File: src/rtl/spi_pkg.sv
// spi_pkg: shared state encodings, protocol constants and address-advance helper for SPI register blocks.
// SPI_REG_CTRL_AUTOINC_EN selects auto-incrementing burst addresses; otherwise the address stays fixed.
package spi_pkg;

    typedef enum logic [2:0] {
        ST_IDLE,
        ST_CMD,
        ST_RD_REQ,
        ST_WR_REQ,
        ST_DATA,
        ST_DRAIN
    } state_t;

    localparam logic [7:0] SPI_ERR_BYTE  = 8'hEE;
    localparam logic [7:0] SPI_IDLE_BYTE = 8'h00;
    localparam int         RW_BIT        = 7;

    function automatic logic [6:0] next_addr(input logic [6:0] a);
`ifdef SPI_REG_CTRL_AUTOINC_EN
        return a + 7'd1;
`else
        return a;
`endif
    endfunction

endpackage

File: src/rtl/spi_ncs_sync.sv
// spi_ncs_sync: 3-stage chip-select synchronizer emitting one-cycle frame start/stop pulses.
module spi_ncs_sync (
    input  logic clk,
    input  logic rst,
    input  logic ncs,
    output logic start,
    output logic stop
);

    logic [2:0] s;
    logic       active;

    always_ff @(posedge clk) begin
        if (rst) begin
            s      <= 3'b111;
            active <= 1'b0;
        end else begin
            s      <= {s[1:0], ncs};
            active <= (s == 3'b000) ? 1'b1 : (&s) ? 1'b0 : active;
        end
    end

    // Edges only: glitches shorter than three samples never reach all-0 or all-1.
    assign start = ~active & (s == 3'b000);
    assign stop  = active & (&s);

endmodule

File: src/rtl/spi_reg_ctrl.sv
// spi_reg_ctrl: SPI byte stream to register bus bridge with burst access, ack timeout and frame abort.
// Optional SPI_REG_CTRL_AUTOINC_EN advances the address per burst byte.
module spi_reg_ctrl
    import spi_pkg::*;
#(
    parameter int DELAY  = 2,
    parameter int ACK_TO = 15
) (
    input  logic       clk,
    input  logic       rst,
    input  logic       ncs,
    input  logic       rec_flag,
    input  logic [7:0] rec_data,
    output logic [7:0] send_data,
    output logic       reg_req,
    output logic       reg_wr,
    output logic [6:0] reg_addr,
    output logic [7:0] reg_wdata,
    input  logic [7:0] reg_rdata,
    input  logic       reg_ack,
    output logic       err
);

    if (ACK_TO < 1 || ACK_TO > 255 || DELAY < 0) begin : g_param_check
        $error("spi_reg_ctrl: parameter out of range");
    end

    localparam logic [7:0] ACK_LAST = 8'(ACK_TO - 1);

    state_t     state;
    logic       rec_q;
    logic       ev;
    logic       start;
    logic       stop;
    logic [7:0] cnt;

    spi_ncs_sync u_sync (
        .clk  (clk),
        .rst  (rst),
        .ncs  (ncs),
        .start(start),
        .stop (stop)
    );

    assign ev = rec_flag & ~rec_q;

    always_ff @(posedge clk) begin
        if (rst) begin
            state     <= ST_IDLE;
            send_data <= SPI_IDLE_BYTE;
            reg_req   <= 1'b0;
            reg_wr    <= 1'b0;
            reg_addr  <= 7'd0;
            reg_wdata <= 8'd0;
            err       <= 1'b0;
            rec_q     <= 1'b0;
            cnt       <= 8'd0;
        end else begin
            rec_q <= rec_flag;
            if (start)
                err <= 1'b0;
            if (stop && state != ST_IDLE) begin
                state     <= ST_IDLE;
                reg_req   <= 1'b0;
                send_data <= SPI_IDLE_BYTE;
                cnt       <= 8'd0;
            end else begin
                case (state)
                    ST_IDLE: if (start) state <= ST_CMD;
                    ST_CMD: if (ev) begin
                        reg_addr <= rec_data[6:0];
                        reg_wr   <= rec_data[RW_BIT];
                        reg_req  <= ~rec_data[RW_BIT];
                        state    <= rec_data[RW_BIT] ? ST_DATA : ST_RD_REQ;
                    end
                    ST_DATA: if (ev) begin
                        reg_req <= 1'b1;
                        if (reg_wr) begin
                            reg_wdata <= rec_data;
                            state     <= ST_WR_REQ;
                        end else begin
                            reg_addr <= next_addr(reg_addr);
                            state    <= ST_RD_REQ;
                        end
                    end
                    ST_RD_REQ, ST_WR_REQ: begin
                        // A new byte before the access finished means the master outran the bus.
                        if (ev) begin
                            err     <= 1'b1;
                            reg_req <= 1'b0;
                            cnt     <= 8'd0;
                            state   <= ST_DRAIN;
                        end else if (reg_ack) begin
                            reg_req <= 1'b0;
                            cnt     <= 8'd0;
                            state   <= ST_DATA;
                            if (state == ST_RD_REQ)
                                send_data <= reg_rdata;
                            else
                                reg_addr <= next_addr(reg_addr);
                        end else if (cnt == ACK_LAST) begin
                            err       <= 1'b1;
                            send_data <= SPI_ERR_BYTE;
                            reg_req   <= 1'b0;
                            cnt       <= 8'd0;
                            state     <= ST_DRAIN;
                        end else begin
                            cnt <= cnt + 8'd1;
                        end
                    end
                    default: ;
                endcase
            end
        end
    end

endmodule

File: config.mk
export PLATFORM = sky130hd
export DESIGN_NAME = spi_reg_ctrl
export DESIGN_NICKNAME = d
export VERILOG_FILES = /design/src/rtl/spi_pkg.sv /design/src/rtl/spi_ncs_sync.sv /design/src/rtl/spi_reg_ctrl.sv
export SDC_FILE = /design/constraint.sdc
export NUM_CORES = 1
export LEC_CHECK = 0
export CAP_MARGIN = 0
export CORE_MARGIN = 1.5
export CORE_UTILIZATION = 35
export CTS_CLUSTER_DIAMETER = 50
export DETAILED_ROUTE_END_ITERATION = 10
export GPL_ROUTABILITY_DRIVEN = 0
export PLACE_DENSITY = 0.58
export SLEW_MARGIN = 20
export SYNTH_ARGS = -nofsm -noshare
export SYNTH_HDL_FRONTEND = slang
export SYNTH_SLANG_ARGS = --single-unit
File: constraint.sdc
create_clock -name clk -period 2.5 [get_ports clk]
set_input_delay 0.375 -clock clk [delete_from_list [all_inputs] [get_ports clk]]
set_output_delay 0.375 -clock clk [all_outputs]
set_load 0.03 [all_outputs]
==> summary.log <==
[detailed_routing] DR iter-0 viols 95
[setup_path] CP peak stage delay 540 ps
[yosys] Cell Area, Synth 1774 sq um
[grt] fraction of met1 tracks used by global routing 0.2090
[yosys] cells taking the most area after synthesis dfxtp_1, mux2i_1, nor2_1, a21oi_1, o221a_2
[placement] placed cell areas 2293 sq um
[clocking] TritonCTS buffer count 5
[die] die area 5505 sq um
[sta] final hold violation count 0
[sta] fraction of the cycle the final worst path needs 0.8005
[placement] HPWL reported at the end of detailed placement 2786 um
[grt] residual overflow from global routing 0
[detailed_routing] remaining routing DRC violations 0
[layout] fillers 488
[setup_path] path type of the worst setup path in2reg
[detailed_routing] sum of routed wire length over all layers 3888 um
[yosys] cell type with the highest aggregate area in the netlist dfxtp_1
[clocking] number of cells upsized or downsized after cts 0
[layout] share of cells above drive strength 1 0.08547
[setup_path] worst path arrival time 2190 ps
[yosys] Synth Instances 189
[clocking] H-tree depth 2
[yosys] mux contribution to synthesized area 0.09027
[setup_path] crit path capture type flop
[yosys] Syn Area/Cell 9.387 sq um
[setup_path] maximum fanout count along the critical path 19
[setup_path] cell type of the slowest stage on the worst timing path or4_1
[yosys] Compound-Gate Fraction of Synth Area 0.1601
[yosys] leading cell types by count after synthesis dfxtp_1, nor2_1, a21oi_1, mux2i_1, nand2_1
[detailed_routing] DR vias 1458
[clocking] number of buffers added to fix hold violations after cts 0
[layout] footprint of the multi-input gates 885.9 sq um
[clocking] clock tree from TritonCTS done
[power] ratio of total power to cell area 592.7 nW/um^2
[layout] number of antenna cells inserted 0
[setup_path] data required time of the critical path 2690 ps
[placement] number of buffers added on ports 46
[setup_path] Crit path buffers/inverters 1
[sta] headroom to the max-slew limit 0.6607
[sta] highest attainable clock frequency 499.7 MHz
[clocking] clock network latency to the later pin of the worst-skew pair 290 ps
[yosys] largest family of logic cells by synthesized area simple AND/OR/NAND/NOR gates
[yosys] proportion of synthesized flip-flops having asynchronous set or reset 0
[yosys] fraction of synthesized cell area in xor and xnor cells 0
[layout] area growth from synthesis to layout 33.92%
[job] Max Cap Viol 0
[layout] Sequential cell area 840.8 sq um
[grt] met3 track demand over resource 0.04472
[grt] first-pass GRT wire length 6223 um
[power] Worst VDD drop 325.0 uV
[clocking] clock slew seen by the registers of the worst setup and hold paths 80 ps
[grt] most congested layer reported by global routing met2
[yosys] post-synthesis net count 212
[yosys] Top FF cell, synth dfxtp_1
[clocking] post-CTS setup repair buffer count 0
[sta] Final min period 2001 ps
[grt] maximum number of pins on one net before global-route repair 23
[sta] Min Hold Slack 476.3 ps
[yosys] number of storage elements in the synthesis netlist 42
[sta] max-slew violation count 0
[sta] endpoints failing setup 0
[yosys] area fraction in and, or, nand and nor cells after synthesis 0.2348
[die] total number of placement rows 25
[yosys] synth unique cells 35
[layout] area of all placed cells without fillers 2376 sq um
[die] initial cell density of the core 0.3683
[detailed_routing] DRT antenna net count 0
[clocking] Max Root-Sink Buffers 2
[power] leakage power 0.9535 nW
[sta] RSZ-0062 raised after global routing no
[yosys] top cell type's share of synthesized area 0.4739
[yosys] number of enable-type register cells in the synthesized netlist 0
[sta] final-layout setup total negative slack 0 ps
[setup_path] type of element launching the critical path input pin
[grt] number of global-route vias before repair 1321
[yosys] Yosys warning total 0
[grt] antenna violations before repair 0
[die] floorplan core area 4817 sq um
[detailed_routing] mean number of vias per cell 4.844
[worst_hold_path] Worst Hold Class reg2reg
[clocking] Clock Root Buffer clkbuf_8
[sta] setup clock skew after layout 6.789 ps
[yosys] Post-Synth Adder-Cell Area 0.01410
[clocking] Clock Sink Count 42
[yosys] sequential cell area fraction in the yosys report 0.4739
[setup_path] cell family contributing the most delay on the critical path simple AND/OR/NAND/NOR gates
[grt] met2 track utilization from global routing 0.2113
[die] horizontal die dimension 74.20 um
[die] top-level port count 47
[detailed_routing] average wire per standard cell 12.92 um
[layout] final-stage net count 258
[detailed_routing] iteration count of the initial detailed-routing pass 4
[setup_path] crit path cell chain clkdlybuf4s50_1 -> nor2b_1 -> nor3_1 -> o21a_4 -> or4_1 -> o211a_1
[die] Die Y-Extent 74.20 um
[run_status] run status finished clean
[yosys] most common cell in the netlist dfxtp_1
[sta] transition time of the tightest slew-check pin 507.1 ps
[grt] GRT Resource Usage Total 0.1488
[stage by stage]
step           power (mW)  setup slack (ps)    util  instances
5_1_grt             1.476             402.9  0.4932        301
3_5_place_dp       0.9988             198.8  0.4761        295
3_3_place_gp        1.000             206.3  0.4761        295
6_report            1.408             498.7  0.4932        301
2_1_floorplan      0.9033             820.9       -        189
4_1_cts             1.427             496.3  0.4932        301
[worst paths after layout]
kind                            slack (ps)  depth (start not counted)           end    startpoint
worst min-delay path                   480                          2  send_data[0]  send_data[0]
worst max register to register         670                          6       reg_req        cnt[0]
worst max-delay path                   500                          6       reg_req      rec_flag
worst min register to register         480                          2  send_data[0]  send_data[0]
[report_power, final]
group          leakage, nW  total (mW)  internal (mW)  switching (mW)
clock network       0.0431       0.425          0.213           0.212
logic                0.571       0.253          0.124           0.129
registers            0.339       0.730          0.699          0.0311
total                0.953        1.41           1.04           0.372
[registers in the layout, summed over array words and instances, names as in the netlist]
register / flops
state: 3
send_data: 8
reg_addr: 7
reg_wr: 1
u_sync.s: 3
reg_req: 1
reg_wdata: 8
rec_q: 1
err: 1
cnt: 8
u_sync.active: 1
[area by class of cell]
cell class | instances | area share
multi-input cells | 136 | 0.3728
repair buffers | 48 | 0.2001
well taps | 67 | 0.03528
clock buffers | 6 | 0.03476
flip-flops and latches | 42 | 0.3539
inverters | 2 | 0.003160
[routing by layer]
metal | vias to the layer above | share of wire
li1 | 761 | -
met1 | 674 | 0.52
met2 | 18 | 0.44
met3 | 5 | 0.034
met4 | 0 | 0.014
met5 | - | 0
[kinds of logic (layout without fill, tap and decap cells)]
| family | count (synthesis) | in the layout |
|---|---|---|
| multiplexers | 16 | 16 |
| flip-flops | 42 | 42 |
| AND/OR/NAND/NOR | 79 | 79 |
| adder cells (fa/ha/maj) | 2 | 2 |
| buffers and inverters | 11 | 56 |
| AO/OA/AOI/OAI | 39 | 39 |
[placed cells by master (no fill, tap or decap), types with 2 or more instances in the layout]
cell type	instances
clkdlybuf4s50_1	46
dfxtp_1	42
nor2_1	29
mux2i_1	16
a21oi_1	16
nand2_1	9
nand2b_1	7
nor2b_1	6
o221a_2	6
clkbuf_8	6
nor3_1	5
a311oi_1	5
or4_1	4
o21ai_0	4
and3_1	3
nand3_1	3
or2_2	3
inv_1	2
a41oi_1	2
or2b_1	2
ha_1	2
buf_4	2
[worst reg2reg max path, delay by kind of cell (launching register included)]
family,cells,cell delay (ps)
simple gates,2,690
flops,1,330
buf+inv,1,90
fa+ha+maj,1,160
compound gates,2,470
Note: power is estimated with default switching activity, not from simulation.
